## config.mk

```make
export PLATFORM = sky130hd
export DESIGN_NAME = pe_seq_ctrl_flat
export DESIGN_NICKNAME = d
export VERILOG_FILES = /design/src/rtl/pe_seq_ctrl_if.sv /design/src/rtl/pe_seq_ctrl.sv /design/src/flat_wrapper.sv
export SDC_FILE = /design/constraint.sdc
export NUM_CORES = 1
export LEC_CHECK = 0
export CELL_PAD_IN_SITES_DETAIL_PLACEMENT = 0
export CELL_PAD_IN_SITES_GLOBAL_PLACEMENT = 1
export CORE_UTILIZATION = 29
export CTS_BUF_LIST = sky130_fd_sc_hd__clkbuf_16
export DETAILED_ROUTE_END_ITERATION = 7
export GPL_ROUTABILITY_DRIVEN = 0
export MAX_ROUTING_LAYER = met4
export PLACE_DENSITY_LB_ADDON = 0.1
export SLEW_MARGIN = 20
export SYNTH_ARGS = -nofsm -noshare
export SYNTH_HDL_FRONTEND = slang
export SYNTH_SLANG_ARGS = --single-unit
```

## constraint.sdc

```tcl
create_clock -name clk -period 2.24 [get_ports clk]
set_input_delay 0.448 -clock clk [delete_from_list [all_inputs] [get_ports clk]]
set_output_delay 0.448 -clock clk [all_outputs]
set_load 0.005 [all_outputs]
```

## src/rtl/pe_seq_ctrl_if.sv

```systemverilog
// Signal bundle between pe_seq_ctrl and its environment: run control, instruction
// buffer, shared neuron/weight SRAM, PE tags/results and result buffer.
interface pe_seq_ctrl_if #(
    parameter int unsigned INST_AW = 2,
    parameter int unsigned DATA_AW = 4,
    parameter int unsigned RES_AW  = 2,
    parameter int unsigned RES_W   = 32
);
    logic               start;
    logic [INST_AW:0]   inst_num;
    logic               busy;
    logic               done;
    logic               err;
    logic [INST_AW-1:0] inst_addr;
    logic [7:0]         inst_data;
    logic [DATA_AW-1:0] nw_addr;
    logic               nw_ren;
    logic [1:0]         pe_ctl;
    logic               pe_vld_i;
    logic [RES_W-1:0]   pe_result;
    logic               pe_vld_o;
    logic               res_we;
    logic [RES_AW-1:0]  res_addr;
    logic [RES_W-1:0]   res_wdata;

    modport master (
        input  start, inst_num, inst_data, pe_result, pe_vld_o,
        output busy, done, err, inst_addr, nw_addr, nw_ren, pe_ctl, pe_vld_i,
               res_we, res_addr, res_wdata
    );

    modport slave (
        output start, inst_num, inst_data, pe_result, pe_vld_o,
        input  busy, done, err, inst_addr, nw_addr, nw_ren, pe_ctl, pe_vld_i,
               res_we, res_addr, res_wdata
    );
endinterface

```

## src/rtl/pe_seq_ctrl.sv

```systemverilog
// Sequencer for parallel_pe: walks the instruction buffer, issues shared neuron/weight
// read addresses, tags PE beats in step with SRAM read data and captures PE results.
module pe_seq_ctrl #(
    parameter int unsigned INST_AW = 2,
    parameter int unsigned DATA_AW = 4,
    parameter int unsigned RES_AW  = 2,
    parameter int unsigned RES_W   = 32
) (
    input  logic          clk,
    input  logic          rst_n,
    pe_seq_ctrl_if.master bus
);

    localparam int unsigned OUT_W = INST_AW + 2;

    typedef enum logic [2:0] {
        StIdle,
        StFetch,
        StDecode,
        StIssue,
        StDrain
    } state_e;

    state_e             state_q, state_d;
    logic [INST_AW:0]   inst_num_q, inst_num_d;
    logic [INST_AW:0]   inst_ptr_q, inst_ptr_d;
    logic [INST_AW:0]   inst_ptr_inc;
    logic [3:0]         beat_cnt_q, beat_cnt_d;
    logic               first_q, first_d;
    logic [DATA_AW-1:0] data_ptr_q, data_ptr_d;
    logic [RES_AW-1:0]  res_ptr_q, res_ptr_d;
    logic [OUT_W-1:0]   outst_q, outst_d;
    logic               err_q, err_d;
    logic               done_q, done_d;
    logic               vld_o_q;
    logic               pe_vld_q, pe_vld_d;
    logic [1:0]         pe_ctl_q, pe_ctl_d;

    logic               is_dot, dot_legal, issue_last;
    logic               vld_rise, capture, stray;
    logic [INST_AW-1:0] inst_addr;
    logic [DATA_AW-1:0] nw_addr;
    logic               nw_ren;
    logic [RES_W-1:0]   res_wdata;
    logic               unused_inst_bits;

    assign inst_ptr_inc     = inst_ptr_q + (INST_AW + 1)'(1);
    assign is_dot           = bus.inst_data[7:6] == 2'b01;
    assign dot_legal        = is_dot && (bus.inst_data[3:0] != 4'd0);
    assign unused_inst_bits = ^bus.inst_data[5:4];

    // Only the first cycle of each pe_vld_o high period counts as a result.
    assign vld_rise = bus.pe_vld_o && !vld_o_q;
    assign capture  = vld_rise && (outst_q != '0);
    assign stray    = vld_rise && (outst_q == '0);

    always_comb begin
        state_d    = state_q;
        inst_num_d = inst_num_q;
        inst_ptr_d = inst_ptr_q;
        beat_cnt_d = beat_cnt_q;
        first_d    = first_q;
        data_ptr_d = data_ptr_q;
        res_ptr_d  = res_ptr_q;
        outst_d    = outst_q;
        err_d      = err_q;
        done_d     = 1'b0;
        pe_vld_d   = 1'b0;
        pe_ctl_d   = 2'b00;
        issue_last = 1'b0;
        inst_addr  = '0;
        nw_addr    = '0;
        nw_ren     = 1'b0;

        unique case (state_q)
            StIdle: begin
                if (bus.start) begin
                    inst_num_d = bus.inst_num;
                    inst_ptr_d = '0;
                    data_ptr_d = '0;
                    res_ptr_d  = '0;
                    outst_d    = '0;
                    err_d      = 1'b0;
                    state_d    = (bus.inst_num == '0) ? StDrain : StFetch;
                end
            end
            StFetch: begin
                inst_addr = inst_ptr_q[INST_AW-1:0];
                state_d   = StDecode;
            end
            StDecode: begin
                inst_ptr_d = inst_ptr_inc;
                if (dot_legal) begin
                    beat_cnt_d = bus.inst_data[3:0];
                    first_d    = 1'b1;
                    state_d    = StIssue;
                end else begin
                    // A single-beat DOT has no distinct first/last tag; flag it and skip.
                    if (is_dot) begin
                        err_d = 1'b1;
                    end
                    state_d = (inst_ptr_inc < inst_num_q) ? StFetch : StDrain;
                end
            end
            StIssue: begin
                nw_ren     = 1'b1;
                nw_addr    = data_ptr_q;
                data_ptr_d = data_ptr_q + DATA_AW'(1);
                pe_vld_d   = 1'b1;
                pe_ctl_d   = {beat_cnt_q == 4'd0, first_q};
                first_d    = 1'b0;
                beat_cnt_d = beat_cnt_q - 4'd1;
                if (beat_cnt_q == 4'd0) begin
                    issue_last = 1'b1;
                    state_d    = (inst_ptr_q < inst_num_q) ? StFetch : StDrain;
                end
            end
            StDrain: begin
                if (outst_q == '0) begin
                    done_d  = 1'b1;
                    state_d = StIdle;
                end
            end
            default: state_d = StIdle;
        endcase

        if (issue_last && !capture) begin
            outst_d = outst_q + OUT_W'(1);
        end else if (capture && !issue_last) begin
            outst_d = outst_q - OUT_W'(1);
        end
        if (capture) begin
            res_ptr_d = res_ptr_q + RES_AW'(1);
        end
        if (stray) begin
            err_d = 1'b1;
        end
    end

    always_ff @(posedge clk or negedge rst_n) begin
        if (!rst_n) begin
            state_q    <= StIdle;
            inst_num_q <= '0;
            inst_ptr_q <= '0;
            beat_cnt_q <= '0;
            first_q    <= 1'b0;
            data_ptr_q <= '0;
            res_ptr_q  <= '0;
            outst_q    <= '0;
            err_q      <= 1'b0;
            done_q     <= 1'b0;
            vld_o_q    <= 1'b0;
            pe_vld_q   <= 1'b0;
            pe_ctl_q   <= 2'b00;
        end else begin
            state_q    <= state_d;
            inst_num_q <= inst_num_d;
            inst_ptr_q <= inst_ptr_d;
            beat_cnt_q <= beat_cnt_d;
            first_q    <= first_d;
            data_ptr_q <= data_ptr_d;
            res_ptr_q  <= res_ptr_d;
            outst_q    <= outst_d;
            err_q      <= err_d;
            done_q     <= done_d;
            vld_o_q    <= bus.pe_vld_o;
            pe_vld_q   <= pe_vld_d;
            pe_ctl_q   <= pe_ctl_d;
        end
    end

    assign res_wdata = capture ? bus.pe_result : '0;

    assign bus.busy      = state_q != StIdle;
    assign bus.done      = done_q;
    assign bus.err       = err_q;
    assign bus.inst_addr = inst_addr;
    assign bus.nw_addr   = nw_addr;
    assign bus.nw_ren    = nw_ren;
    assign bus.pe_ctl    = pe_ctl_q;
    assign bus.pe_vld_i  = pe_vld_q;
    assign bus.res_we    = capture;
    assign bus.res_addr  = res_ptr_q;
    assign bus.res_wdata = res_wdata;

endmodule
```

## src/flat_wrapper.sv

```systemverilog
// flat-port wrapper written by rule: the top's interface ports become plain ports
module pe_seq_ctrl_flat 
#(
    parameter int unsigned INST_AW = 2,
    parameter int unsigned DATA_AW = 4,
    parameter int unsigned RES_AW  = 2,
    parameter int unsigned RES_W   = 32
)
  (clk, rst_n, bus_start, bus_inst_num, bus_inst_data, bus_pe_result, bus_pe_vld_o, bus_busy, bus_done, bus_err, bus_inst_addr, bus_nw_addr, bus_nw_ren, bus_pe_ctl, bus_pe_vld_i, bus_res_we, bus_res_addr, bus_res_wdata);
  pe_seq_ctrl_if #(.INST_AW(INST_AW), .DATA_AW(DATA_AW), .RES_AW(RES_AW), .RES_W(RES_W)) bus_i ();
  input  logic clk;
  input  logic rst_n;
  input wire logic [$bits(bus_i.start)-1:0] bus_start;
  input wire logic [$bits(bus_i.inst_num)-1:0] bus_inst_num;
  input wire logic [$bits(bus_i.inst_data)-1:0] bus_inst_data;
  input wire logic [$bits(bus_i.pe_result)-1:0] bus_pe_result;
  input wire logic [$bits(bus_i.pe_vld_o)-1:0] bus_pe_vld_o;
  output wire logic [$bits(bus_i.busy)-1:0] bus_busy;
  output wire logic [$bits(bus_i.done)-1:0] bus_done;
  output wire logic [$bits(bus_i.err)-1:0] bus_err;
  output wire logic [$bits(bus_i.inst_addr)-1:0] bus_inst_addr;
  output wire logic [$bits(bus_i.nw_addr)-1:0] bus_nw_addr;
  output wire logic [$bits(bus_i.nw_ren)-1:0] bus_nw_ren;
  output wire logic [$bits(bus_i.pe_ctl)-1:0] bus_pe_ctl;
  output wire logic [$bits(bus_i.pe_vld_i)-1:0] bus_pe_vld_i;
  output wire logic [$bits(bus_i.res_we)-1:0] bus_res_we;
  output wire logic [$bits(bus_i.res_addr)-1:0] bus_res_addr;
  output wire logic [$bits(bus_i.res_wdata)-1:0] bus_res_wdata;
  assign bus_i.start = bus_start;
  assign bus_i.inst_num = bus_inst_num;
  assign bus_i.inst_data = bus_inst_data;
  assign bus_i.pe_result = bus_pe_result;
  assign bus_i.pe_vld_o = bus_pe_vld_o;
  assign bus_busy = bus_i.busy;
  assign bus_done = bus_i.done;
  assign bus_err = bus_i.err;
  assign bus_inst_addr = bus_i.inst_addr;
  assign bus_nw_addr = bus_i.nw_addr;
  assign bus_nw_ren = bus_i.nw_ren;
  assign bus_pe_ctl = bus_i.pe_ctl;
  assign bus_pe_vld_i = bus_i.pe_vld_i;
  assign bus_res_we = bus_i.res_we;
  assign bus_res_addr = bus_i.res_addr;
  assign bus_res_wdata = bus_i.res_wdata;
  pe_seq_ctrl #(.INST_AW(INST_AW), .DATA_AW(DATA_AW), .RES_AW(RES_AW), .RES_W(RES_W)) u_core (.clk(clk), .rst_n(rst_n), .bus(bus_i));
endmodule
```

Yosys cells after proc, flatten, opt, wreduce, memory -nomap -nowiden:

Index checks and enable logic that the tools add are counted.

* add/sub/neg operators: 6
* magnitude comparators: 2
* equality and inequality tests: 12
* mux-type cells: 36
* reductions and logical operators: 32

Operator list (number)
* $mux W32: 1
* $mux W3: 8
* $mux W4: 6
* $pmux W4 S2: 2
* $pmux W3 S5: 1
* $reduce_and A2 Y1: 6
* $reduce_bool A3 Y1: 4
* $mux W1: 10
* $mux W2: 5
* $reduce_bool A2 Y1: 5
* $add A4 B1 Y4 const B: 2
* $logic_not A4 Y1: 2
* $reduce_bool A4 Y1: 2
* $sub A4 B1 Y4 const B: 2
* $eq A3 B2 Y1 const B: 2
* $logic_and A1 B1 Y1: 6
* $logic_not A3 Y1: 2
* $lt A3 B3 Y1: 2
* $ne A2 B1 Y1 const B: 3
* $pmux W3 S2: 1
* $pmux W1 S2: 2
* $reduce_and A4 Y1: 1
* $add A3 B1 Y3 const B: 1
* $eq A3 B1 Y1 const B: 1
* 9 further kinds: 11

* register bits after elaboration: 30
* output and inout port bits: 48

Logic depth before layout (Yosys ltp):

Gate-level depths: netlist of run 1.

* depth in word-level cells: 7
* depth in mapped cells: 8
* mapped depth without buffers: 7

Worst setup path after synthesis of run 1:

No wires, ideal clock.

* kind: reg-to-output
* start: register u_core.outst_q[0]
* end: output port bus_res_wdata[22]
* arrival: 1624 ps
* required time: 1792 ps
* path slack: 168 ps
* cell stages (with the launch flop): 8
* cells stage by stage: dfrtp_1 inv_1 ha_1 or3b_2 nand2b_2 inv_2 clkbuf_1 and2_1

* word-level cells in the longest chain between the ends: 3

RTL lines
* start, declared: RTL line pe_seq_ctrl.sv:32 `logic [OUT_W-1:0] outst_q, outst_d;`
* start signal, assigned: RTL line pe_seq_ctrl.sv:163 `outst_q <= outst_d;`
* $reduce_bool A4 Y1: RTL line pe_seq_ctrl.sv:54 `assign capture = vld_rise && (outst_q != '0);`
* $logic_and A1 B1 Y1: RTL line pe_seq_ctrl.sv:54
* net bus_res_we: RTL line flat_wrapper.sv:26 `output wire logic [$bits(bus_i.res_we)-1:0] bus_res_we;`
* $mux W32: RTL line pe_seq_ctrl.sv:172 `assign res_wdata = capture ? bus.pe_result : '0;`
* end, declared: RTL line flat_wrapper.sv:28 `output wire logic [$bits(bus_i.res_wdata)-1:0] bus_res_wdata;`

The timed path passes the listed nets, and every way through them passes these cells.

Worst setup path in the final report of run 1:

* start: register u_core.outst_q[0]
* end: output port bus_res_wdata[11]

* word-level cells in the longest chain between the ends: 3

RTL lines (RTL line)
* $reduce_bool A4 Y1: pe_seq_ctrl.sv:54
* $logic_and A1 B1 Y1: pe_seq_ctrl.sv:54
* $mux W32: pe_seq_ctrl.sv:172

Every way passes these cells.

==> results.rst, run 1 <==
.. list-table::
   :header-rows: 1

   * - Metric
     - Value
   * - Result of the run
     - complete, but fails checks
   * - Violated checks
     - negative setup slack
   * - Number of primary I/O pins
     - 95
   * - Final-stage net count
     - 383
   * - Sequential cell fraction of total power
     - 28.5%
   * - Sum of routed wire length over all layers
     - 5550 um
   * - Antenna violations before repair
     - 0
   * - Hold Slack
     - 473 ps
   * - Detail Placement HPWL
     - 4050 um
   * - Via count of the first global-routing pass
     - 1958
   * - Worst max-slew margin expressed relative to the limit
     - 61.6%
   * - Share of final-layout standard cells stronger than drive strength 1
     - 33.3%
   * - Hold path start
     - u_core.first_q
   * - Critical path data arrival time
     - 1850 ps
   * - Starting DRC count in detailed routing
     - 74
   * - Clock tree from TritonCTS
     - yes
   * - Final global-route overflow total
     - 0
   * - Syn avg cell area
     - 9.02 um^2
   * - Seq cells post-synth
     - 30
   * - Total of fill cells in the finished design
     - 596
   * - Worst Reg2Reg Path Length in Cells
     - 9
   * - Final antenna-violating net count
     - 0
   * - Global routing's busiest layer
     - met2
   * - Starting Density
     - 30.1%
   * - Clock slew at the register clock pins of the worst setup and hold paths
     - 50 ps
   * - Yosys warning count
     - 0
   * - Portion of total power attributed to the clock network
     - 19.7%
   * - Critical path peak fanout
     - 7
   * - Number of buffers added by the clock tree synthesis step
     - 5
   * - Class of the tightest hold or removal check
     - reg2reg
   * - Unrepaired setup endpoints after global routing
     - true
   * - Length of the first detailed-routing pass in iterations
     - 4
   * - Standard cell area after detailed placement
     - 3030 um^2
   * - Routed wirelength normalized by instance count
     - 13.7 um
   * - Residual DRC count
     - 0
   * - Capturing element type of the critical path
     - output port
   * - Global-route wire length before repair
     - 8920 um
   * - Pin count of the biggest net entering global routing
     - 31
   * - Net switching fraction of the power
     - 35.5%
   * - Total of buffers placed on input and output ports
     - 92
   * - Routed via count
     - 1936
   * - Predominant post-synthesis flop cell
     - dfrtp_1
   * - Number of different library cells in the post-synthesis netlist
     - 50
   * - Static leakage
     - 1.57 nW
   * - Final number of max-transition violations
     - 0
   * - Met2 Resource Use GR
     - 26.4%
   * - Count of max-cap constraint violations
     - 0
   * - Root Buffer
     - clkbuf_16
   * - Buffers from clock root to sink, at most
     - 2
   * - Highest achievable clock rate
     - 0.436 GHz
   * - Summed area of non-filler cells in the final layout
     - 3400 um^2
   * - Full die area
     - 6920 um^2
   * - Final min period
     - 2290 ps
   * - Core Area
     - 6350 um^2
   * - Endpoint of the worst hold path
     - u_core.first_q
   * - Post-synth EDFFs
     - 0
   * - Area of the mapped netlist
     - 1910 um^2
   * - Core occupancy in the finished layout
     - 53.5%
   * - Power density normalized to cell area
     - 959 nW/um^2
   * - Largest voltage drop on the vdd net
     - 0.483 mV
   * - M1 GR Usage
     - 20.2%
   * - Cts-stage hold buffer count
     - 0
   * - Cells after Synth
     - 212
   * - Number of standard-cell rows in the floorplan
     - 29
   * - TritonCTS Sinks
     - 30
   * - Via density per instance
     - 4.79
   * - Setup Skew
     - 5.04 ps
   * - Number of nets produced by synthesis
     - 269
   * - Switching Power
     - 1.16 mW
   * - Share of flip-flops with an asynchronous set or reset
     - 100%
   * - Tot GR Track Use
     - 16.4%
   * - Worst Path Required
     - 1790 ps
   * - Post-route setup slack
     - -54.4 ps
   * - Flop-to-flop setup slack
     - 310 ps
   * - Gate power share
     - 51.8%
   * - Internal power of the cells
     - 2.10 mW
   * - Instance count along the most critical hold path
     - 2
   * - Chip width
     - 83.2 um
   * - Actual slew at the worst max-slew pin
     - 575 ps
   * - Final setup violation count
     - 32
   * - Number of antenna cells inserted
     - 0
   * - Clock Latency Late Sink
     - 280 ps
   * - Startpoint type of the worst setup path
     - flip-flop
   * - Post-route fraction of the period consumed by the critical path
     - 102%
   * - M3 GR Usage
     - 5.47%
   * - Die Y
     - 83.2 um
   * - Number of levels the H-tree was split into
     - 2
   * - Share of the yosys chip area belonging to registers
     - 39.3%
   * - Final hold vios
     - 0
   * - Critical path class
     - reg2out
   * - Area added between synthesis and finish
     - 77.6%
   * - Source of the worst register-to-register timing path
     - u_core.outst_q[0]
   * - Endpoint of the worst-slack reg-to-reg timing path
     - u_core.outst_q[3]
   * - Setup slack at placement
     - -277 ps
## worst max-delay path, stage by stage, from the launching register on
cell and delay (ps):
dfrtp_1 370, inv_1 60, ha_2 180, or3b_4 400, nand2b_4 110, inv_8 60, clkbuf_16 150, and2_1 120
buf_2 120
## metrics by stage
step                      TNS [ps]  power [mW]  std cells
after floorplan                  0        1.80        212
after global placement       -8030        2.44        390
after detailed placement     -8460        2.45        390
final                        -1110        3.26        404
after CTS                    -1650        3.13        400
after global routing         -3760        3.56        404
## per-layer routing
metal	vias to the layer above	share of wire (%)
li1	966	-
met1	894	43
met2	72	48
met3	4	7.8
met4	0	0.76
met5	-	0
## worst max-delay path by stage
stage | from | end | slack, ps
2_1_floorplan | u_core.outst_q[0] | bus_res_wdata[22] | 170
3_3_place_gp | bus_pe_vld_o | bus_res_wdata[6] | -260
3_5_place_dp | bus_pe_vld_o | bus_res_wdata[20] | -280
4_1_cts | u_core.outst_q[1] | bus_res_wdata[12] | -130
5_1_grt | u_core.outst_q[0] | bus_res_wdata[28] | -130
6_report | u_core.outst_q[0] | bus_res_wdata[11] | -50
## registers in the layout, summed over array words and instances, names as in the netlist
| name | count |
|---|---|
| u_core.vld_o_q | 1 |
| u_core.first_q | 1 |
| u_core.bus.pe_vld_i | 1 |
| u_core.data_ptr_q | 4 |
| u_core.bus.err | 1 |
| u_core.bus.res_addr | 2 |
| u_core.bus.done | 1 |
| u_core.inst_num_q | 3 |
| u_core.inst_ptr_q | 3 |
| u_core.beat_cnt_q | 4 |
| u_core.outst_q | 4 |
| u_core.bus.pe_ctl | 2 |
| u_core.state_q | 3 |
## layout by cell type (no fill, tap or decap), types with 3 or more instances in the layout
master	count
a21oi_1	3
a31oi_1	4
and2_1	10
and2_4	31
buf_4	19
buf_6	30
clkbuf_16	7
clkdlybuf4s50_1	59
dfrtp_1	28
ha_1	9
inv_1	8
nand2_1	21
nor2_1	13
nor3_1	4
nor3b_1	3
o21ai_0	16
## cell usage after synthesis, types with 3 or more instances
library cell / count / area (um^2)
and2_1: 40 / 250
a21oi_1: 3 / 15.0
nor3_1: 4 / 20.0
nor2_1: 13 / 48.8
inv_1: 9 / 33.8
o21ai_0: 16 / 80.1
nand2_1: 21 / 78.8
a31oi_1: 4 / 25.0
nor3b_1: 4 / 30.0
clkbuf_1: 4 / 15.0
ha_1: 10 / 125
dfrtp_1: 30 / 751
buf_2: 3 / 15.0
## area by class of cell
cell class	instances	area (um^2)	share of cell area, %
timing repair buffer	116	1190	35.0
multi-input combinational	163	1170	34.5
sequential	30	753	22.2
clock buffer	5	125	3.68
tap	77	96.3	2.84
inverter	10	45.0	1.33
clock inverter	3	16.3	0.479
## cell families (layout without fill, tap and decap cells)
family / Yosys count / after routing / share of synthesized area, %
XOR/XNOR: 4 / 4 / 1.83
multiplexers: 2 / 2 / 1.05
buffers and inverters: 19 / 134 / 4.52
flip-flops: 30 / 30 / 39.3
AO/OA/AOI/OAI: 43 / 43 / 15.3
AND/OR/NAND/NOR: 103 / 103 / 31.0
adder cells (fa/ha/maj): 11 / 11 / 7.07
## what timing repair did
item / in CTS / in global routing
gates cloned: 1 / 2
setup buffers: 1 / 2
gates resized for setup: 142 / 60
endpoints found under the setup margin: 39 / 37
pin swaps: 5 / 28
## power by group through the flow
stage	combinational (mW)	sequential, mW	clock, mW
after floorplan	0.925	0.870	0
after CTS	1.55	0.921	0.658
after detailed placement	1.53	0.924	0
after global routing	1.92	0.959	0.686
after global placement	1.52	0.924	0
final	1.69	0.928	0.642
(Power assumes the default switching activity.)
==> run 2, diff against run 1 <==
- CORE_MARGIN: not set -> 2
==> run 2 against run 1 <==
Effect of this change: the run still ends with negative setup slack left; largest cell class unchanged; cell count up 0.50%; sequential power about the same; worst hold slack worse by 1.2 ps; fmax up 0.54%; global-route usage down 1.1 points.
==> results.rst, run 2 (same netlist as run 1, synthesis figures left out) <==
.. list-table::
   :header-rows: 1

   * - Metric
     - Value
   * - Worst Reg2Reg Path Length in Cells
     - 11 (+2)
   * - Class of the tightest hold or removal check
     - reg2reg
   * - Number of buffers added by the clock tree synthesis step
     - 5 (unchanged)
   * - Number of standard-cell rows in the floorplan
     - 29 (unchanged)
   * - Largest voltage drop on the vdd net
     - 0.591 mV (+22%)
   * - Hold Slack
     - 472 ps (-1.17 ps)
   * - Startpoint type of the worst setup path
     - flip-flop
   * - Chip width
     - 85.2 um (+2.4%)
   * - Violated checks
     - negative setup slack
   * - Post-route fraction of the period consumed by the critical path
     - 102% (-0.55 points)
   * - Die Y
     - 85.2 um (+2.4%)
   * - Starting DRC count in detailed routing
     - 55 (-26%)
   * - Final min period
     - 2280 ps (-12.4 ps)
   * - Most common cell after layout, fill and taps aside
     - clkdlybuf4s50_1
   * - Via count of the first global-routing pass
     - 1865 (-4.7%)
   * - Final number of max-transition violations
     - 0 (unchanged)
   * - Clock slew at the register clock pins of the worst setup and hold paths
     - 50 ps (about the same)
   * - Final global-route overflow total
     - 0 (unchanged)
   * - Residual DRC count
     - 0 (unchanged)
   * - Worst max-slew margin expressed relative to the limit
     - 73.2% (+12 points)
   * - Highest achievable clock rate
     - 0.438 GHz (+0.54%)
   * - Buffers from clock root to sink, at most
     - 2 (unchanged)
   * - Summed area of non-filler cells in the final layout
     - 3430 um^2 (+1.1%)
   * - Final-stage net count
     - 385 (+0.52%)
   * - Power density normalized to cell area
     - 951 nW/um^2 (-0.88%)
   * - Via density per instance
     - 4.81 (+0.33%)
   * - Final setup violation count
     - 32 (unchanged)
   * - Total of fill cells in the finished design
     - 580 (-2.7%)
   * - Share of final-layout standard cells stronger than drive strength 1
     - 34.0% (+0.71 points)
   * - Total of buffers placed on input and output ports
     - 92 (unchanged)
   * - Pin count of the biggest net entering global routing
     - 31 (unchanged)
   * - Starting Density
     - 30.1% (unchanged)
   * - Number of primary I/O pins
     - 95 (unchanged)
   * - Routed wirelength normalized by instance count
     - 13.7 um (about the same)
   * - Actual slew at the worst max-slew pin
     - 401 ps (-174 ps)
   * - Static leakage
     - 1.59 nW (+1.4%)
   * - Registers with the highest flip-flop counts
     - u_core.beat_cnt_q x4, u_core.data_ptr_q x4, u_core.outst_q x4
   * - Clock tree from TritonCTS
     - yes
   * - Leading cell types in the layout, fill and taps excluded
     - 59 x clkdlybuf4s50_1, 32 x buf_6, 31 x and2_4
   * - Area added between synthesis and finish
     - 79.5%
   * - TritonCTS Sinks
     - 30 (unchanged)
   * - Number of antenna cells inserted
     - 0 (unchanged)
   * - Count of max-cap constraint violations
     - 0 (unchanged)
   * - Worst Path Required
     - 1790 ps (about the same)
   * - Detail Placement HPWL
     - 4160 um (+2.8%)
   * - Critical path data arrival time
     - 1830 ps (-20 ps)
   * - Sum of routed wire length over all layers
     - 5580 um (+0.47%)
   * - Antenna violations before repair
     - 0 (unchanged)
   * - Core Area
     - 6350 um^2 (unchanged)
   * - Final antenna-violating net count
     - 0 (unchanged)
   * - Unrepaired setup endpoints after global routing
     - true
   * - Standard cell area after detailed placement
     - 3040 um^2 (+0.25%)
   * - Length of the first detailed-routing pass in iterations
     - 4 (unchanged)
   * - Routed via count
     - 1952 (+0.83%)
   * - Critical path class
     - reg2out
   * - Root Buffer
     - clkbuf_16
   * - Setup Skew
     - 4.00 ps (-1.03 ps)
   * - Final hold vios
     - 0 (unchanged)
   * - Global-route wire length before repair
     - 8740 um (-2.1%)
   * - Capturing element type of the critical path
     - output port
   * - Cts-stage hold buffer count
     - 0 (unchanged)
   * - Tot GR Track Use
     - 15.4% (-1.1 points)
   * - Post-route setup slack
     - -42.0 ps (+12.4 ps)
   * - Clock Latency Late Sink
     - 270 ps (about the same)
   * - Number of levels the H-tree was split into
     - 2 (unchanged)
   * - Full die area
     - 7260 um^2 (+4.9%)
   * - Result of the run
     - complete, but fails checks
   * - Setup slack at placement
     - -275 ps (+1.42 ps)
   * - Critical path peak fanout
     - 6 (-1)
   * - Instance count along the most critical hold path
     - 2 (unchanged)
[run 2: cell types whose count changed in the layout (fill, tap and decap cells not counted), sizes merged]
cell,previous run,this run
inv,10,11
buf,53,56
clkinvlp,1,0
clkbuf,9,8
[run 2: final timing paths]
path                                    from                    to  slack (ps)
setup / recovery           u_core.outst_q[1]     bus_res_wdata[18]         -40
hold / removal                u_core.first_q        u_core.first_q         470
setup reg to reg           u_core.outst_q[1]     u_core.outst_q[3]          70
hold reg to reg               u_core.first_q        u_core.first_q         470
max in group asynchronous              rst_n     u_core.state_q[2]        1360
min in group asynchronous              rst_n  u_core.inst_ptr_q[0]         560
[run 2: where the power goes]
part / internal, mW / switching (mW)
logic: 0.972 / 0.737
clock network: 0.400 / 0.229
registers: 0.745 / 0.182
total: 2.12 / 1.15
[run 2: stage by stage]
step           setup TNS [ps]  instances  util, %  total power [mW]
6_report                 -568        406     54.0              3.26
4_1_cts                  -884        402     48.8              3.12
2_1_floorplan               0        212        -              1.80
3_5_place_dp            -8310        391     47.8              2.46
5_1_grt                 -3500        406     54.0              3.54
3_3_place_gp            -7950        391     47.8              2.45
[run 2: area by class of cell]
class / instances / area [um^2] / share of cell area (%)
multi-input combinational: 163 / 1170 / 34.2
inverter: 10 / 45.0 / 1.31
tap: 77 / 96.3 / 2.81
clock buffer: 5 / 125 / 3.65
timing repair buffer: 118 / 1230 / 35.7
clock inverter: 3 / 12.5 / 0.365
sequential: 30 / 754 / 22.0
[run 2: repair_timing]
| action | in CTS | in global routing |
|---|---|---|
| buffers inserted | 2 | 2 |
| cloned | 1 | 2 |
| pin swaps | 9 | 26 |
| resized for setup | 143 | 63 |
| setup endpoints to repair | 37 | 39 |
[run 2: metal layers]
| metal | up-vias | share of wire (%) | global-route usage (%) |
|---|---|---|---|
| li1 | 969 | - | - |
| met1 | 893 | 44 | 20.7 |
| met2 | 87 | 46 | 23.2 |
| met3 | 3 | 8.6 | 4.96 |
| met4 | 0 | 0.57 | 2.16 |
| met5 | - | 0 | - |
[run 2: critical path, stage by stage, from the launching register on]
cell	delay (ps)
dfrtp_1	370
inv_1	60
ha_2	170
or3b_4	390
nand2b_4	110
inv_8	60
clkbuf_16	150
and2_1	120
buf_2	120
==> run 3, diff against run 2 <==
--- a/config.mk
+++ b/config.mk
@@ -7,2 +7,3 @@
 export LEC_CHECK = 0
+export CAP_MARGIN = 15
 export CELL_PAD_IN_SITES_DETAIL_PLACEMENT = 0
@@ -14,2 +15,3 @@
 export GPL_ROUTABILITY_DRIVEN = 0
+export HOLD_SLACK_MARGIN = 0.05
 export MAX_ROUTING_LAYER = met4
--- a/constraint.sdc
+++ b/constraint.sdc
@@ -3,2 +3,2 @@
 set_output_delay 0.448 -clock clk [all_outputs]
-set_load 0.005 [all_outputs]
+set_load 0.01 [all_outputs]
==> run 3 against run 2 <==
Effect of this change: the run still ends with negative setup slack left; clock-buffer cell count is the same; via count grew 0.31%; global-route usage shrank 0.19 points; largest cell class unchanged; largest power group unchanged; flip-flop and latch count is the same; non-clock buffer count grew 1; first-iteration DRC count shrank 29%; total power grew 1.2%.
==> results.rst, run 3 (same netlist as run 1, synthesis figures left out) <==
.. list-table::
   :header-rows: 1

   * - Metric
     - Value
   * - Cts-stage hold buffer count
     - 0 (unchanged)
   * - Number of antenna cells inserted
     - 0 (unchanged)
   * - Global-route wire length before repair
     - 8610 um (-1.4%)
   * - Die Y
     - 85.2 um (unchanged)
   * - Post-route fraction of the period consumed by the critical path
     - 102% (+0.49 points)
   * - Clock Latency Late Sink
     - 270 ps (about the same)
   * - Summed area of non-filler cells in the final layout
     - 3410 um^2 (-0.69%)
   * - Largest incremental delay on the critical path
     - 400 ps (about the same)
   * - Final hold vios
     - 0 (unchanged)
   * - Final-stage net count
     - 386 (+0.26%)
   * - Detail Placement HPWL
     - 4150 um (-0.25%)
   * - Registers with the highest flip-flop counts
     - u_core.beat_cnt_q x4, u_core.data_ptr_q x4, u_core.outst_q x4
   * - Clock tree from TritonCTS
     - yes
   * - Count of max-cap constraint violations
     - 0 (unchanged)
   * - Capturing element type of the critical path
     - output port
   * - Post-route setup slack
     - -52.9 ps (-10.9 ps)
   * - Share of final-layout standard cells stronger than drive strength 1
     - 34.2% (+0.20 points)
   * - Cells after DPL
     - 391 (unchanged)
   * - Starting Density
     - 30.1% (unchanged)
   * - Final Instance Count excl. Fillers
     - 407 (+0.25%)
   * - Setup Skew
     - 5.52 ps (+1.52 ps)
   * - Most common cell after layout, fill and taps aside
     - clkdlybuf4s50_1
   * - Final setup violation count
     - 33 (+3.1%)
   * - Critical path peak fanout
     - 7 (+1)
   * - Length of the first detailed-routing pass in iterations
     - 4 (unchanged)
   * - Total of buffers placed on input and output ports
     - 92 (unchanged)
   * - Number of levels the H-tree was split into
     - 2 (unchanged)
   * - Slowest cell on crit path
     - or3b_4
   * - Final number of max-transition violations
     - 0 (unchanged)
   * - Multi-input gate area
     - 1170 um^2 (-0.43%)
   * - CP cell instances
     - inv_1 > ha_2 > or3b_4 > nand2b_4 > inv_8 > clkbuf_16 > and2_4 > buf_6
   * - Residual DRC count
     - 0 (unchanged)
   * - Final Power
     - 3.30 mW (+1.2%)
   * - Sequential cell area
     - 754 um^2 (unchanged)
   * - Final min period
     - 2290 ps (+10.9 ps)
   * - Static leakage
     - 1.59 nW (-0.26%)
   * - Chip width
     - 85.2 um (unchanged)
   * - Core occupancy in the finished layout
     - 53.7% (-0.37 points)
   * - Tot GR Track Use
     - 15.2% (-0.19 points)
   * - Power density normalized to cell area
     - 969 nW/um^2 (+1.9%)
   * - Highest achievable clock rate
     - 0.436 GHz (-0.48%)
   * - Actual slew at the worst max-slew pin
     - 446 ps (+44.8 ps)
   * - Unrepaired setup endpoints after global routing
     - true
   * - Violated checks
     - negative setup slack
   * - Via count of the first global-routing pass
     - 1848 (-0.91%)
   * - Worst max-slew margin expressed relative to the limit
     - 70.2% (-3.0 points)
   * - Root Buffer
     - clkbuf_16
   * - Final global-route overflow total
     - 0 (unchanged)
   * - Routed wirelength normalized by instance count
     - 14.2 um (+3.7%)
   * - Number of standard-cell rows in the floorplan
     - 29 (unchanged)
   * - Number of primary I/O pins
     - 95 (unchanged)
   * - Starting DRC count in detailed routing
     - 39 (-29%)
   * - Result of the run
     - complete, but fails checks
   * - Via density per instance
     - 4.81 (about the same)
   * - Critical path class
     - reg2out
   * - Clock slew at the register clock pins of the worst setup and hold paths
     - 50 ps (about the same)
   * - Full die area
     - 7260 um^2 (unchanged)
   * - Worst Path Required
     - 1790 ps (about the same)
   * - Startpoint type of the worst setup path
     - flip-flop
   * - Class of the tightest hold or removal check
     - reg2reg
   * - Sum of routed wire length over all layers
     - 5800 um (+4.0%)
   * - Leading cell types in the layout, fill and taps excluded
     - 59 x clkdlybuf4s50_1, 33 x buf_6, 32 x and2_4
   * - Final antenna-violating net count
     - 0 (unchanged)
   * - Standard cell area after detailed placement
     - 3040 um^2 (unchanged)
   * - Pin count of the biggest net entering global routing
     - 31 (unchanged)
   * - Largest voltage drop on the vdd net
     - 0.567 mV (-4.0%)
   * - Core Area
     - 6350 um^2 (unchanged)
   * - Total of fill cells in the finished design
     - 603 (+4.0%)
   * - Area added between synthesis and finish
     - 78.3%
   * - Routed via count
     - 1958 (+0.31%)
   * - TritonCTS Sinks
     - 30 (unchanged)
   * - Antenna violations before repair
     - 0 (unchanged)
   * - Number of buffers added by the clock tree synthesis step
     - 5 (unchanged)
   * - Buffers from clock root to sink, at most
     - 2 (unchanged)
   * - Critical path data arrival time
     - 1840 ps (about the same)
==> run 3: final cells by class <==
cell class	instances	area share (%)
Timing Repair Buffer	119	35.4
Multi-Input combinational cell	163	34.3
Sequential cell	30	22.1
Clock buffer	5	3.67
Tap cell	77	2.83
Inverter	10	1.32
Clock inverter	3	0.367
==> run 3: power breakdown <==
| part | internal [mW] | switching (mW) |
|---|---|---|
| Sequential | 0.745 | 0.184 |
| Clock | 0.400 | 0.226 |
| Combinational | 0.955 | 0.792 |
==> run 3: worst paths after layout <==
check | start | end | slack, ps | cells after the start
max in group asynchronous | rst_n | u_core.state_q[0] | 1360 | 2
setup / recovery | u_core.outst_q[1] | bus_res_wdata[16] | -50 | 8
hold / removal | u_core.first_q | u_core.first_q | 470 | 2
min in group asynchronous | rst_n | u_core.inst_ptr_q[2] | 570 | 2
hold reg to reg | u_core.first_q | u_core.first_q | 470 | 2
setup reg to reg | u_core.state_q[2] | u_core.beat_cnt_q[3] | 180 | 6
==> run 3: layer usage <==
metal	vias up	part of all wire (%)	track usage, %
met1	912	45	20.2
met5	-	0	-
met4	0	0.47	2.16
met3	3	6.2	4.47
li1	976	-	-
met2	67	48	23.5
==> run 3: what timing repair did <==
| action | 4_1_cts | 5_1_grt |
|---|---|---|
| buffers inserted | 0 | 5 |
| gates resized for setup | 147 | 60 |
| setup endpoints to repair | 39 | 39 |
| pin swaps | 8 | 26 |
| cloned | 0 | 3 |
==> run 3: critical path: cells and delay by family, from the launching register on <==
family                   cells  cell delay [ps]
buffers and inverters        4              380
AND/OR/NAND/NOR              3              640
flip-flops                   1              370
adder cells (fa/ha/maj)      1              170
==> run 3: stage by stage <==
step,TNS (ps),hold slack (ps),worst slack (ps)
floorplan,0,152,112
finish,-1150,472,-52.9
CTS,-1970,474,-86.9
global placement,-9100,454,-301
detailed placement,-9730,461,-329
global route,-3820,506,-134
